--- src/rtl/dem_noise_shaper_pkg.sv ---
// Shared constants and types for the second-order error-feedback requantizer
// that sits in front of the switching tree.
//   INPUT_WIDTH  : switching-tree input width. It is also the requantizer output width.
//   NS_IN_WIDTH  : width of the wide sample that is fed into the requantizer
//   NS_FRAC      : number of LSBs that are truncated away
//   OUT_MAX/MIN  : clip limits of the requantized output
//   ns_err_t     : truncation-error register type (unsigned, NS_FRAC bits)
package dem_noise_shaper_pkg;

    localparam int INPUT_WIDTH = 16;
    localparam int NS_IN_WIDTH = 24;
    localparam int NS_FRAC     = NS_IN_WIDTH - INPUT_WIDTH;

    localparam logic signed [INPUT_WIDTH-1:0] OUT_MAX = {1'b0, {(INPUT_WIDTH-1){1'b1}}};
    localparam logic signed [INPUT_WIDTH-1:0] OUT_MIN = {1'b1, {(INPUT_WIDTH-1){1'b0}}};

    typedef logic [NS_FRAC-1:0] ns_err_t;

endpackage

--- src/rtl/dem_noise_shaper_lfsr16.sv ---
// ns_lfsr16: 16-bit Fibonacci LFSR with taps 16,14,13,11. It is used as the
// dither source for the requantizer. The LFSR advances once per cycle while
// en_i is high. Reset is synchronous and active-high, and it loads 16'hACE1.
//   clk_i, reset_i : clock and synchronous reset
//   en_i           : advance enable
//   state_o        : current LFSR state (bit 0 is the newest bit)
module ns_lfsr16 (
    input  logic        clk_i,
    input  logic        reset_i,
    input  logic        en_i,
    output logic [15:0] state_o
);

    logic fb;

    assign fb = state_o[15] ^ state_o[13] ^ state_o[12] ^ state_o[10];

    always_ff @(posedge clk_i) begin
        if (reset_i) begin
            state_o <= 16'hACE1;
        end else if (en_i) begin
            state_o <= {state_o[14:0], fb};
        end
    end

endmodule

--- src/rtl/dem_noise_shaper.sv ---
// dem_noise_shaper: second-order error-feedback requantizer.
// It truncates a wide signed sample to OUT_WIDTH bits. The truncation error is
// shaped with the transfer function (1 - z^-1)^2, so that the error moves to
// high frequency. Values that fall outside the output range are clipped, and
// each clip is counted.
//
// Optional feature: when the macro NS_DITHER_EN is defined, an LFSR dither bit
// is added at weight 2^(FRAC-2). When the macro is undefined, the block is
// fully deterministic.
//
// Ports:
//   clk_i, reset_i    : clock and synchronous active-high reset
//   x_in_i            : signed input sample (IN_WIDTH bits)
//   in_valid_i        : input valid
//   in_ready_o        : input ready. This is combinational from the output
//                       side only.
//   x_out_o           : requantized sample (OUT_WIDTH bits), sent to the
//                       switching tree
//   out_valid_o       : output valid
//   out_ready_i       : output ready
//   sat_o             : set when the sample held in x_out_o was clipped
//   sat_count_o       : saturating count of clipped samples
//   sat_clr_i         : clear for sat_count_o
module dem_noise_shaper
    import dem_noise_shaper_pkg::*;
#(
    parameter int IN_WIDTH  = NS_IN_WIDTH,
    parameter int OUT_WIDTH = INPUT_WIDTH,
    parameter int FRAC      = IN_WIDTH - OUT_WIDTH   // must be >= 2
) (
    input  logic                        clk_i,
    input  logic                        reset_i,
    input  logic signed [IN_WIDTH-1:0]  x_in_i,
    input  logic                        in_valid_i,
    output logic                        in_ready_o,
    output logic signed [OUT_WIDTH-1:0] x_out_o,
    output logic                        out_valid_o,
    input  logic                        out_ready_i,
    output logic                        sat_o,
    output logic [15:0]                 sat_count_o,
    input  logic                        sat_clr_i
);

    // The accumulator has 3 guard bits. That is enough for x + 2*e1 - e2
    // without wrap.
    localparam int VW = IN_WIDTH + 3;
    localparam int QW = VW - FRAC;

    localparam logic signed [QW-1:0] Q_MAX = {{(QW-OUT_WIDTH+1){1'b0}}, {(OUT_WIDTH-1){1'b1}}};
    localparam logic signed [QW-1:0] Q_MIN = {{(QW-OUT_WIDTH+1){1'b1}}, {(OUT_WIDTH-1){1'b0}}};

    logic [FRAC-1:0]             e1, e2, e_nxt;
    logic signed [VW-1:0]        v;
    logic signed [QW-1:0]        q;
    logic signed [OUT_WIDTH-1:0] y;
    logic                        sat;
    logic                        accept;
    logic [15:0]                 sat_cnt, sat_cnt_nxt;

    assign in_ready_o  = !out_valid_o || out_ready_i;
    assign accept      = in_valid_i && in_ready_o;
    assign sat_count_o = sat_cnt;

`ifdef NS_DITHER_EN
    logic [15:0] lfsr;

    ns_lfsr16 u_lfsr (
        .clk_i   (clk_i),
        .reset_i (reset_i),
        .en_i    (accept),
        .state_o (lfsr)
    );
`endif

    always_comb begin
        v = VW'(x_in_i) + VW'({e1, 1'b0}) - VW'(e2);
`ifdef NS_DITHER_EN
        v = v + (VW'(lfsr[0]) << (FRAC - 2));
`endif
        // Taking the upper bits is an arithmetic shift right, which floors
        // the value. The low bits that remain are the non-negative error.
        q     = $signed(v[VW-1:FRAC]);
        e_nxt = v[FRAC-1:0];
        sat   = 1'b0;
        y     = q[OUT_WIDTH-1:0];
        // On a clip, the error is dropped instead of being fed back.
        // Otherwise a large error would keep the loop pinned at the rail.
        if (q > Q_MAX) begin
            y     = {1'b0, {(OUT_WIDTH-1){1'b1}}};
            sat   = 1'b1;
            e_nxt = '0;
        end else if (q < Q_MIN) begin
            y     = {1'b1, {(OUT_WIDTH-1){1'b0}}};
            sat   = 1'b1;
            e_nxt = '0;
        end
    end

    always_comb begin
        sat_cnt_nxt = sat_cnt;
        if (sat_clr_i) begin
            sat_cnt_nxt = (accept && sat) ? 16'd1 : 16'd0;
        end else if (accept && sat && sat_cnt != 16'hFFFF) begin
            sat_cnt_nxt = sat_cnt + 16'd1;
        end
    end

    always_ff @(posedge clk_i) begin
        if (reset_i) begin
            x_out_o     <= '0;
            out_valid_o <= 1'b0;
            sat_o       <= 1'b0;
            e1          <= '0;
            e2          <= '0;
            sat_cnt     <= '0;
        end else begin
            if (accept) begin
                x_out_o     <= y;
                sat_o       <= sat;
                e1          <= e_nxt;
                e2          <= e1;
                out_valid_o <= 1'b1;
            end else if (out_ready_i) begin
                out_valid_o <= 1'b0;
            end
            sat_cnt <= sat_cnt_nxt;
        end
    end

endmodule

--- config.mk ---
export PLATFORM = sky130hd
export DESIGN_NAME = dem_noise_shaper
export DESIGN_NICKNAME = d
export VERILOG_FILES = /design/src/rtl/dem_noise_shaper_pkg.sv /design/src/rtl/dem_noise_shaper_lfsr16.sv /design/src/rtl/dem_noise_shaper.sv
export SDC_FILE = /design/constraint.sdc
export NUM_CORES = 1
export LEC_CHECK = 0
export ABC_AREA = 1
export CORE_AREA = 3 3 129 131
export DETAILED_ROUTE_END_ITERATION = 8
export DIE_AREA = 0 0 132 134
export SLEW_MARGIN = 20
export SYNTH_ARGS = -nofsm -noshare
export SYNTH_HDL_FRONTEND = slang
export SYNTH_SLANG_ARGS = --single-unit
--- constraint.sdc ---
create_clock -name clk_i -period 6.1 [get_ports clk_i]
set_input_delay 1.22 -clock clk_i [delete_from_list [all_inputs] [get_ports clk_i]]
set_output_delay 1.22 -clock clk_i [all_outputs]
set_load 0.01 [all_outputs]
## After elaboration in Yosys (flattened, before gate mapping)

Cells that the tools add are included.

- Add/sub/neg operators: 3
- Magnitude comparators: 2
- Equal/unequal tests: 1
- Mux-type cells: 11
- Reduce and logical (&&, ||, !) cells: 7

Operators with widths:

| operator | count |
|---|---|
| two-way mux 16 bit | 4 |
| subtractor 25 x 9 -> 26 bit | 1 |
| adder 24 x 10 -> 25 bit | 1 |
| > comparator 18 x 16 -> 1 bit (second input constant) | 1 |
| < comparator 18 x 16 -> 1 bit (second input constant) | 1 |
| adder 16 x 1 -> 16 bit (second input constant) | 1 |
| two-way mux 8 bit | 2 |
| != test 16 bit (second input constant) | 1 |
| two-way mux 1 bit | 5 |
| nonzero test 2 bit | 2 |
| logical AND 1 bit | 3 |
| logical NOT 1 bit | 1 |
| logical OR 1 bit | 1 |

- Register bits after elaboration: 50
- Input bits: 29
- Output and inout bits: 35
- Word-level logic and storage cells: 30

## Logic depth before layout (Yosys ltp)

- Depth in word-level cells: 9
- Mapped depth: 21

## Worst setup path before layout

No wires, ideal clock.

- Path kind: input-to-reg
- Start point: input port x_in_i[1]
- End point: register sat_cnt[0], in the netlist sat_count_o[0]
- Library setup time: 134 ps
- Arrival: 3510 ps
- Required time: 5966 ps
- Slack: 2456 ps
- Stages on the path: 19
- Buffers on the path: 1
- Cell sequence: inv_1 -> fa_1 -> inv_1 -> ha_1 -> inv_1 -> fa_1 -> o21bai_1 -> nand2_1 -> nand2_2 -> nand2_1 -> nand3_2 -> inv_2 -> nand2_4 -> nand2_4 -> buf_6 -> nand2_2 -> clkinv_2 -> nand2_1 -> a21oi_1

- Cells in the longest elaborated chain, start to end: 8
- Elaborated cells on any way between the ends: 11
- Classes of those cells: add/sub (2); order compare (2); mux (4); reduce/logical (3)

Ends and longest elaborated chain:

| what | RTL line | source |
|---|---|---|
| from (decl) | dem_noise_shaper.sv:33 | `input logic signed [IN_WIDTH-1:0] x_in_i,` |
| adder 24 x 10 -> 25 bit (*) | dem_noise_shaper.sv:76 | `v = VW'(x_in_i) + VW'({e1, 1'b0}) - VW'(e2);` |
| subtractor 25 x 9 -> 26 bit (*) | dem_noise_shaper.sv:76 |  |
| < comparator 18 x 16 -> 1 bit | dem_noise_shaper.sv:92 | `end else if (q < Q_MIN) begin` |
| two-way mux 1 bit | dem_noise_shaper.sv:92 |  |
| two-way mux 1 bit (*) | dem_noise_shaper.sv:88 | `if (q > Q_MAX) begin` |
| logical AND 1 bit (*) | dem_noise_shaper.sv:102, dem_noise_shaper.sv:103 |  |
| two-way mux 1 bit / logical AND 1 bit (equally long branches) | dem_noise_shaper.sv:102, dem_noise_shaper.sv:103 |  |
| two-way mux 16 bit / nonzero test 2 bit (equally long branches) | - |  |
| to (signal assigned) | dem_noise_shaper.sv:126 | `sat_cnt <= sat_cnt_nxt;` |
| to (decl) | dem_noise_shaper.sv:58 | `logic [15:0] sat_cnt, sat_cnt_nxt;` |

Mark *: on every way between the ends. The rest lies on a longest branch, timed or not.
A chain may end at the register's enable or synchronous reset.

## Worst setup path after layout

- Start point: input port x_in_i[4]
- End point: register sat_cnt[10], in the netlist sat_count_o[10]

- Cells in the longest elaborated chain, start to end: 8
- Elaborated cells on any way between the ends: 9
- Classes of those cells: add/sub (2); order compare (2); mux (2); reduce/logical (3)

Ends and longest elaborated chain:

| what | RTL line | source |
|---|---|---|
| adder 24 x 10 -> 25 bit (*) | dem_noise_shaper.sv:76 |  |
| subtractor 25 x 9 -> 26 bit (*) | dem_noise_shaper.sv:76 |  |
| < comparator 18 x 16 -> 1 bit | dem_noise_shaper.sv:92 |  |
| two-way mux 1 bit | dem_noise_shaper.sv:92 |  |
| two-way mux 1 bit (*) | dem_noise_shaper.sv:88 |  |
| logical AND 1 bit (*) (2 in series) | dem_noise_shaper.sv:103 | `end else if (accept && sat && sat_cnt != 16'hFFFF) begin` |
| nonzero test 2 bit (no source line) (*) | - |  |

Marked as above.

==> flow_metrics.tcl <==
set metrics [dict create \
    rows 46 \
    ys_dominant_reg_cell "dfxtp_1" \
    synth.distinct_cells 39 \
    nets 708 \
    p_leak_nw 2.22 \
    start_kind "primary input" \
    syn-cell-area_um2 3860 \
    maxSlewViolCount 0 \
    numCtsBuffers 5 \
    die_w_um 132 \
    max_freq_mhz 230 \
    critical-path-max-stage-delay_ps 530 \
    drt-met1-wl_um 4960 \
    cts_tree "built" \
    synthMuxAreaShare_pct 0 \
    fin_area_um2 4880 \
    clock_skew_ps 4.58 \
    cts.htree.levels 2 \
    rsz0062_at_grt "false" \
    yosysSeqAreaShare_pct 25.9 \
    synth_top_family_by_area "simple AND/OR/NAND/NOR gates" \
    cts_root_buf "clkbuf_16" \
    crit_fanout 18 \
    synth-adder-area-share_pct 12.6 \
    drt_first_pass_iters 4 \
    antenna_left 0 \
    whs_ps 472 \
    crit_type "in -> reg" \
    worstMarginPinSlew_ps 783 \
    wirelength_um 9890 \
    coreArea_um2 15700 \
    drtIter0Drc 196 \
    end_kind "flop" \
    met2_wirelength_um 4490 \
    cp_slowest_cell "fa_1" \
    min_period_ps 4350 \
    hpwl_um 7660 \
    fp.dieH_um 134 \
    crit_chain "clkdlybuf4s50_1, inv_1, fa_1, inv_1, ha_1, nand2_1, nand2_1, o21bai_1, nand2_1, nand2_2, nand2_1, nand3_2, inv_2, nand2_4, nand2_4, nand3_2, nand2_1, nand2_1, a21oi_1" \
    ys_seq_elements 50 \
    ctsHoldBuffers 0 \
    antenna_found_initial 0 \
    cpMostUsedCell "nand2_1" \
    synth_edf_count 0 \
    synthMostInstantiatedCell "nand2_1" \
    drc 0 \
    outcome "finished clean" \
    syn_area_per_cell_um2 6.60 \
    syn2layout_area_growth_pct 26.2 \
    critPathBufInv 4 \
    place_area_um2 4710 \
    synthSimpleGateAreaFrac_pct 29.0 \
    syn-num-nets 649 \
    clock_path_buffers 2 \
    route.met3.wl_um 301 \
    cap_violations 0 \
    grt_pass1_wl_um 16700 \
    num_vias 3618 \
    synth.area.top_cells "dfxtp_1, nand2_1, inv_1, ha_1, a21oi_1" \
    setup_ws_ps 1750 \
    gp_congestion 0.858 \
    top_layer_used "met4" \
    hold_class "reg -> reg" \
    dieArea_um2 17700 \
    yosysTopAreaCellShare_pct 25.9 \
    cts_setup_buffers 0 \
    synthesis.instances 586 \
    hold_violations 0 \
    clkSinkCount 50 \
    grt_pass1_vias 3489 \
    setup_viol 0 \
    routedWlPerCell_um 11.5 \
    viasPerCell 4.20 \
    ioPinCount 64 \
    vdd_drop_max_uv 107 \
    num_antenna_cells 0 \
    synth_compound_gate_area_share_pct 15.6 \
    finalPower_mw 1.12 \
    power_density_nw_per_um2 230 \
    critical_path.top_delay_family "simple AND/OR/NAND/NOR gates" \
    finalCritPeriodShare_pct 71.4 \
    cp.arrival_ps 4570 \
    yosysTopAreaCell "dfxtp_1" \
    synth-warning-count 0 \
    finalSetupTns_ps 0 \
    drive_gt1_share_pct 5.57 \
    relSlewSlack_pct 47.6 \
    synth_xor_area_share_pct 4.76 \
    synthTopCellsByCount "nand2_1, inv_1, a21oi_1" \
    io_buffers 63 \
    clk_pin_slew_ps 70 \
    post-place-ws_ps 1420 \
    grtUsageTotal_pct 11.3 \
    overflow 0 \
    synthArstFlopShare_pct 0 \
    grt_start_max_net_pins 36 \
    clock_latency_ps 300 \
    initial_utilization_pct 24.6 \
    cp.required_ps 6310 \
    cts_resized 0 \
]
==> cell families (layout without fill, tap and decap cells) <==
logic type	Yosys count	count (layout)
AND/OR/NAND/NOR	252	252
buffers and inverters	120	180
XOR/XNOR	21	21
AO/OA/AOI/OAI	109	109
adder cells (fa/ha/maj)	34	34
flip-flops	50	50
==> flip-flops by register name, indices dropped and copies added (netlist names) <==
| signal | flops |
|---|---|
| out_valid_o | 1 |
| e1 | 8 |
| sat_count_o | 16 |
| x_out_o | 16 |
| sat_o | 1 |
| e2 | 8 |
==> stage by stage <==
step / instances / util [%]
detailed placement: 854 / 30.0
CTS: 862 / 31.0
global placement: 854 / 30.0
finish: 862 / 31.0
global route: 862 / 31.0
floorplan: 586 / -
==> worst min-delay path: stages, from the launching register on <==
cell,delay [ps]
dfxtp_1,310
nand2_1,60
a21oi_1,60
==> worst paths after layout <==
path / startpoint / to / slack (ps) / cells past startpoint
max: x_in_i[4] / sat_count_o[10] / 1750 / 19
min: e1[1] / e1[1] / 470 / 2
max reg2reg: e1[0] / sat_count_o[10] / 2810 / 18
min reg2reg: e1[1] / e1[1] / 470 / 2
==> cell usage in the layout (no fill, tap or decap), types with 2 or more instances in the layout <==
cell type	instances
xor2_1	14
nor3_1	7
o21ai_0	35
inv_1	103
o21bai_1	6
xnor2_1	7
nand2_2	7
clkinv_1	2
inv_2	2
clkbuf_16	5
nor2_2	2
nand4_2	2
nand2_4	2
nand3_1	22
nand2_1	139
clkdlybuf4s50_1	63
fa_1	8
nor2_1	51
ha_1	26
a31oi_1	4
nor3_2	2
nand3_2	5
a21oi_1	55
nand4_1	9
o21a_1	2
dfxtp_1	50
==> area by class of cell <==
type / count / area, um^2
inverter: 108 / 407
clock inverter: 2 / 37.5
fill: 1705 / 10800
timing repair buffer: 64 / 638
sequential: 50 / 1000
tap: 216 / 270
clock buffer: 6 / 129
multi-input combinational: 416 / 2390
==> layer usage <==
metal  vias to the layer above  GRT usage [%]
li1                       1982              -
met1                      1582           15.2
met2                        46           18.7
met3                         8           1.84
met4                         0           3.62
met5                         -              0
==> report_power, final <==
| group | switching [mW] | total [mW] | internal (mW) |
|---|---|---|---|
| registers | 0.0137 | 0.366 | 0.352 |
| clock network | 0.133 | 0.327 | 0.194 |
| logic | 0.256 | 0.429 | 0.172 |
| total | 0.403 | 1.12 | 0.718 |
Power figures use the tool's default switching activity.
==> RTL change 1, RTL diff (config.mk and constraints unchanged) <==
The option `NS_DITHER_EN` is turned on by a define.
--- a/src/rtl/dem_noise_shaper.sv
+++ b/src/rtl/dem_noise_shaper.sv
@@ -21,6 +21,8 @@
 //   sat_o             : set when the sample held in x_out_o was clipped
 //   sat_count_o       : saturating count of clipped samples
 //   sat_clr_i         : clear for sat_count_o
+`define NS_DITHER_EN
+
 module dem_noise_shaper
     import dem_noise_shaper_pkg::*;
 #(
Behaviour: not the same (Yosys sat finds a counterexample within 4 cycles, from zero or initial values and one cycle with reset_i high).
==> RTL change 1 against the unedited design <==
Combinational power up 36%; sequential cell count increased by 16; utilization grew 6.2 points; count of clock-buffer cells in the layout increased by 6; wire length is 15% higher; setup slack got worse by 0.29 ns; synthesized area is 22% higher; final area rose by 20%; via count is 19% higher; maximum frequency decreased by 6.3%; total power increased by 43%.
==> RTL change 1: results (changes against the unedited design) <==
Ranked by instance count, the synthesized netlist is headed by 146 x sky130_fd_sc_hd__nand2_1, 96 x sky130_fd_sc_hd__inv_1, 86 x sky130_fd_sc_hd__nor2_1. The flow ran to the end, and the final reports show no timing, DRC or antenna violations. The logs give 0.32 ns (+0.02 ns) for the clock latency at the later pin of the worst-skew pair and 0 (unchanged) for the post-CTS setup buffer count. The fraction of final layout cells with drive strength greater than 1 works out to 3.77% (-1.8 points). The logs give 8740 µm (+14%) for the HPWL after detailed placement and 4199 (+20%) for the via count of the first global-routing pass. For the sequential-to-total area share from yosys stat, the log shows 28.1% (+2.2 points).

The actual transition at the worst max-transition pin was 0.745 ns (-0.0382 ns). The highest ir drop seen on vdd was 0.000135 V (+27%). The number of standard cells in the final layout excluding fillers is 959 (+11%), and the worst path arrival time is 4.89 ns (+0.32 ns). The standby leakage power was 2.62 nW (+18%); the unique cell type count in the Yosys netlist was 36 (-7.7%). Final critical-path required period: 4.65 ns (+0.294 ns). The tools report the H-tree depth as 3 (+1).

The largest stage delay on the critical path came out at 0.58 ns (+0.05 ns). The worst clock skew was 0.00406 ns (-0.000515 ns). The global-route wire length before repair came out at 19500 µm (+17%).

The run gives 2.48 ns (-0.33 ns) as the internal reg-to-reg setup slack. The number of cells in the design after placement was 944 (+11%). The logs give 825 (+17%) for the final net count and 4315 (+19%) for the routed via count. The total global-route track usage is 13.3% (+1.9 points), and the clock transition at the registers of the reported paths is 0.05 ns (-0.02 ns).

The average detailed-routed wire length per instance was 11.8 µm (+3.1%); the number of buffers created by CTS was 9 (+4).
[RTL change 1: cell families after synthesis]
logic type,count (synthesis),share of synthesized area [%]
buf+inv,117,9.56
flops,66,28.1
xor+xnor,30,5.59
fa+ha+maj,57,16.8
simple gates,294,26.3
compound gates,116,13.7
[RTL change 1: worst paths after layout]
path	start	end	cells after the start
worst max-delay path	x_in_i[6]	sat_count_o[7]$_SDFFE_PP0P_	18
worst min-delay path	u_lfsr.state_o[14]$_SDFFE_PP0P_	u_lfsr.state_o[15]$_SDFFE_PP1P_	2
worst max register to register	e1[5]$_SDFFE_PP0P_	sat_count_o[7]$_SDFFE_PP0P_	17
worst min register to register	u_lfsr.state_o[14]$_SDFFE_PP0P_	u_lfsr.state_o[15]$_SDFFE_PP1P_	2
[RTL change 1: report_power, final]
group | switching (W) | internal [W] | leakage, nW
logic | 0.000343 | 0.000239 | 1.93
registers | 0.0000247 | 0.000469 | 0.544
clock network | 0.000173 | 0.000355 | 0.147
total | 0.000541 | 0.00106 | 2.62
[RTL change 1: layer usage]
metal	track usage, %	share of wire [%]	vias to the layer above
li1	-	-	2318
met1	18.0	51	1907
met2	20.7	42	77
met3	4.28	4.9	13
met4	2.86	1.5	0
met5	0	0	-
[RTL change 1: layout make-up]
class                   instances  area [µm²]
inverters                      99         372
well taps                     216         270
fillers                      1677        9870
clock inverters                 3        65.1
multi-input cells             497        2930
repair buffers                 66         653
flip-flops and latches         66        1320
clock buffers                  12         236
[RTL change 1: worst register-to-register path, stage by stage, from the launching register on]
cell and delay (ns):
sky130_fd_sc_hd__dfxtp_1 0.39, sky130_fd_sc_hd__fa_1 0.47, sky130_fd_sc_hd__fa_1 0.47, sky130_fd_sc_hd__ha_1 0.37
sky130_fd_sc_hd__nand2_1 0.11, sky130_fd_sc_hd__inv_1 0.04, sky130_fd_sc_hd__nand2_1 0.07, sky130_fd_sc_hd__nand3_2 0.12
sky130_fd_sc_hd__nand2_1 0.10, sky130_fd_sc_hd__nand2_2 0.08, sky130_fd_sc_hd__nand3_1 0.08, sky130_fd_sc_hd__nand3_1 0.13
sky130_fd_sc_hd__o21bai_4 0.32, sky130_fd_sc_hd__nand2_4 0.15, sky130_fd_sc_hd__nand3_4 0.15, sky130_fd_sc_hd__nand2_1 0.27
sky130_fd_sc_hd__nand2_1 0.10, sky130_fd_sc_hd__a21oi_1 0.12
==> RTL change 2, RTL diff (config.mk and constraints unchanged) <==
Made on the original files. Reset style: asynchronous (`reset_i`), changed in one clocked block. Comments in the files are not updated.
--- a/src/rtl/dem_noise_shaper.sv
+++ b/src/rtl/dem_noise_shaper.sv
@@ -105,7 +105,7 @@
         end
     end
 
-    always_ff @(posedge clk_i) begin
+    always_ff @(posedge clk_i or posedge reset_i) begin
         if (reset_i) begin
             x_out_o     <= '0;
             out_valid_o <= 1'b0;
Function: differs if reset_i is asserted again (counterexample within 4 cycles, from zero or initial values and one cycle with reset_i high); with reset_i held inactive, the same outputs for 4 cycles.
==> RTL change 2 against the unedited design <==
Synthesized area rose by 7.3%; highest routed layer unchanged; final area rose by 5.7%; critical path depth did not move; setup slack got worse by 0.0093 ns; global-route usage rose by 1.1 points; wire length rose by 9.0%; maximum frequency fell by 0.21%; critical path type unchanged; sequential cell count did not move; critical endpoint is now sat_count_o[12]$_DFFE_PP0P_.
Power is not compared: it rests on default switching activity, and its combinational part moved more than twofold at a synthesized area within 25%.
==> RTL change 2: results (changes against the unedited design) <==
In this run the worst setup path begins at x_in_i[1]. The fill cell instance count of the final layout is 1735 (+1.8%). After detailed routing, no signal wire sits above met4. By area the synthesized netlist is led by sky130_fd_sc_hd__dfrtp_1 30%, sky130_fd_sc_hd__nand2_1 15%, sky130_fd_sc_hd__inv_1 8.6%.

The worst hold-check path type is register to register. The met1 global-route usage is 17.5% (+2.3 points). The run gives 4710 µm (+4.9%) as the met2 wire length. The tools report the sequential-to-total area share from yosys stat as 30.2% (+4.3 points). The actual transition at the worst max-transition pin was 1.00 ns (+0.221 ns). The run gives 0.871 (+1.5%) as the placer's final routability congestion estimate. The flow ran to the end, and the final reports show no timing, DRC or antenna violations.

The tools report the violation count after the first detailed-route iteration as 219 (+12%). The run gives 20.0% (+1.3 points) as the fraction of met2 tracks used by global routing. The terminating pin of the worst hold path was sat_o$_DFFE_PP0P_. The cell area after placement is 4990 µm² (+6.0%). Worst min-delay path startpoint: sat_o$_DFFE_PP0P_. The maximum fanout count along the critical path is 17 (-1), and the length of routed met3 wiring is 423 µm (+41%).

The met3 track utilization from global routing is 1.80% (-0.038 points). The tools report the met1 wire length as 5520 µm (+11%). The fraction of final layout cells with drive strength greater than 1 works out to 4.99% (-0.58 points). The internal reg-to-reg setup slack came out at 2.76 ns (-0.05 ns).

The net count after synthesis was 665 (+2.5%); the routed via count divided by cell count was 4.42 (+5.2%). The run gives 869 (+1.8%) as the number of cells in the design after placement. The source of the worst register-to-register timing path was e1[0]$_DFFE_PP0P_. The run gives 3738 (+7.1%) as the via count of the first global-routing pass. Worst path arrival time: 4.55 ns (-0.02 ns). The tools report the worst clock skew as 0.00849 ns (+0.00391 ns). The area used by multi-input combinational logic was 2460 µm² (+2.9%). The share of flip-flops with an asynchronous set or reset after synthesis was 100% (+100 points). For the maximum number of pins on one net before global-route repair, the log shows 51 (+42%). The commonest cells after synthesis are 161 x sky130_fd_sc_hd__nand2_1, 95 x sky130_fd_sc_hd__inv_1, 69 x sky130_fd_sc_hd__nor2_1.

The logs give 7 (+3) for the number of detailed-route iterations in the first pass and 36 (-7.7%) for the unique cell type count in the Yosys netlist. In this run the worst setup path terminates at sat_count_o[12]$_DFFE_PP0P_. Final net count: 723 (+2.1%). Largest stage delay on the critical path: 0.55 ns (+0.02 ns). The run gives 1.74 ns (-0.00932 ns) as the worst path setup slack after routing.

The tools report the H-tree depth as 2 (unchanged). The logs give 3873 (+7.0%) for the routed via count and 12.4% (+1.1 points) for the total global-route track usage. The hold slack is 0.493 ns (+0.0207 ns). Post-placement worst setup slack: 1.41 ns (-0.0118 ns).
RTL change 2: worst reg2reg max path: stages, from the launching register on:
cell	delay, ns
sky130_fd_sc_hd__dfrtp_1	0.40
sky130_fd_sc_hd__fa_1	0.51
sky130_fd_sc_hd__ha_1	0.17
sky130_fd_sc_hd__inv_1	0.06
sky130_fd_sc_hd__fa_1	0.42
sky130_fd_sc_hd__nor2_1	0.15
sky130_fd_sc_hd__nor2_2	0.07
sky130_fd_sc_hd__nor3_2	0.24
sky130_fd_sc_hd__nor2_2	0.11
sky130_fd_sc_hd__inv_2	0.06
sky130_fd_sc_hd__nand2_1	0.05
sky130_fd_sc_hd__nand3_2	0.11
sky130_fd_sc_hd__inv_2	0.06
sky130_fd_sc_hd__nand2_4	0.18
sky130_fd_sc_hd__nand2_4	0.11
sky130_fd_sc_hd__nand3_4	0.19
sky130_fd_sc_hd__nand2_4	0.18
sky130_fd_sc_hd__nand2_1	0.11
sky130_fd_sc_hd__nand2_1	0.05
RTL change 2: kinds of logic (layout without fill, tap and decap cells):
logic type | Yosys count | after routing | synth area share, %
compound gates | 71 | 71 | 9.59
xor+xnor | 28 | 28 | 5.91
flops | 50 | 50 | 30.2
simple gates | 307 | 307 | 32.2
buf+inv | 112 | 171 | 10.5
fa+ha+maj | 34 | 34 | 11.7
RTL change 2: layout make-up:
type / instances / share of cell area, %
multi-input cells: 440 / 47.8
flip-flops and latches: 50 / 24.3
repair buffers: 63 / 12.2
inverters: 100 / 7.31
well taps: 216 / 5.25
clock buffers: 7 / 2.96
clock inverters: 1 / 0.170
RTL change 2: report_power, final:
| group | switching, W | total, W | internal [W] |
|---|---|---|---|
| clock network | 0.000128 | 0.000304 | 0.000176 |
| logic | 0.000535 | 0.000904 | 0.000369 |
| registers | 0.0000432 | 0.000445 | 0.000402 |
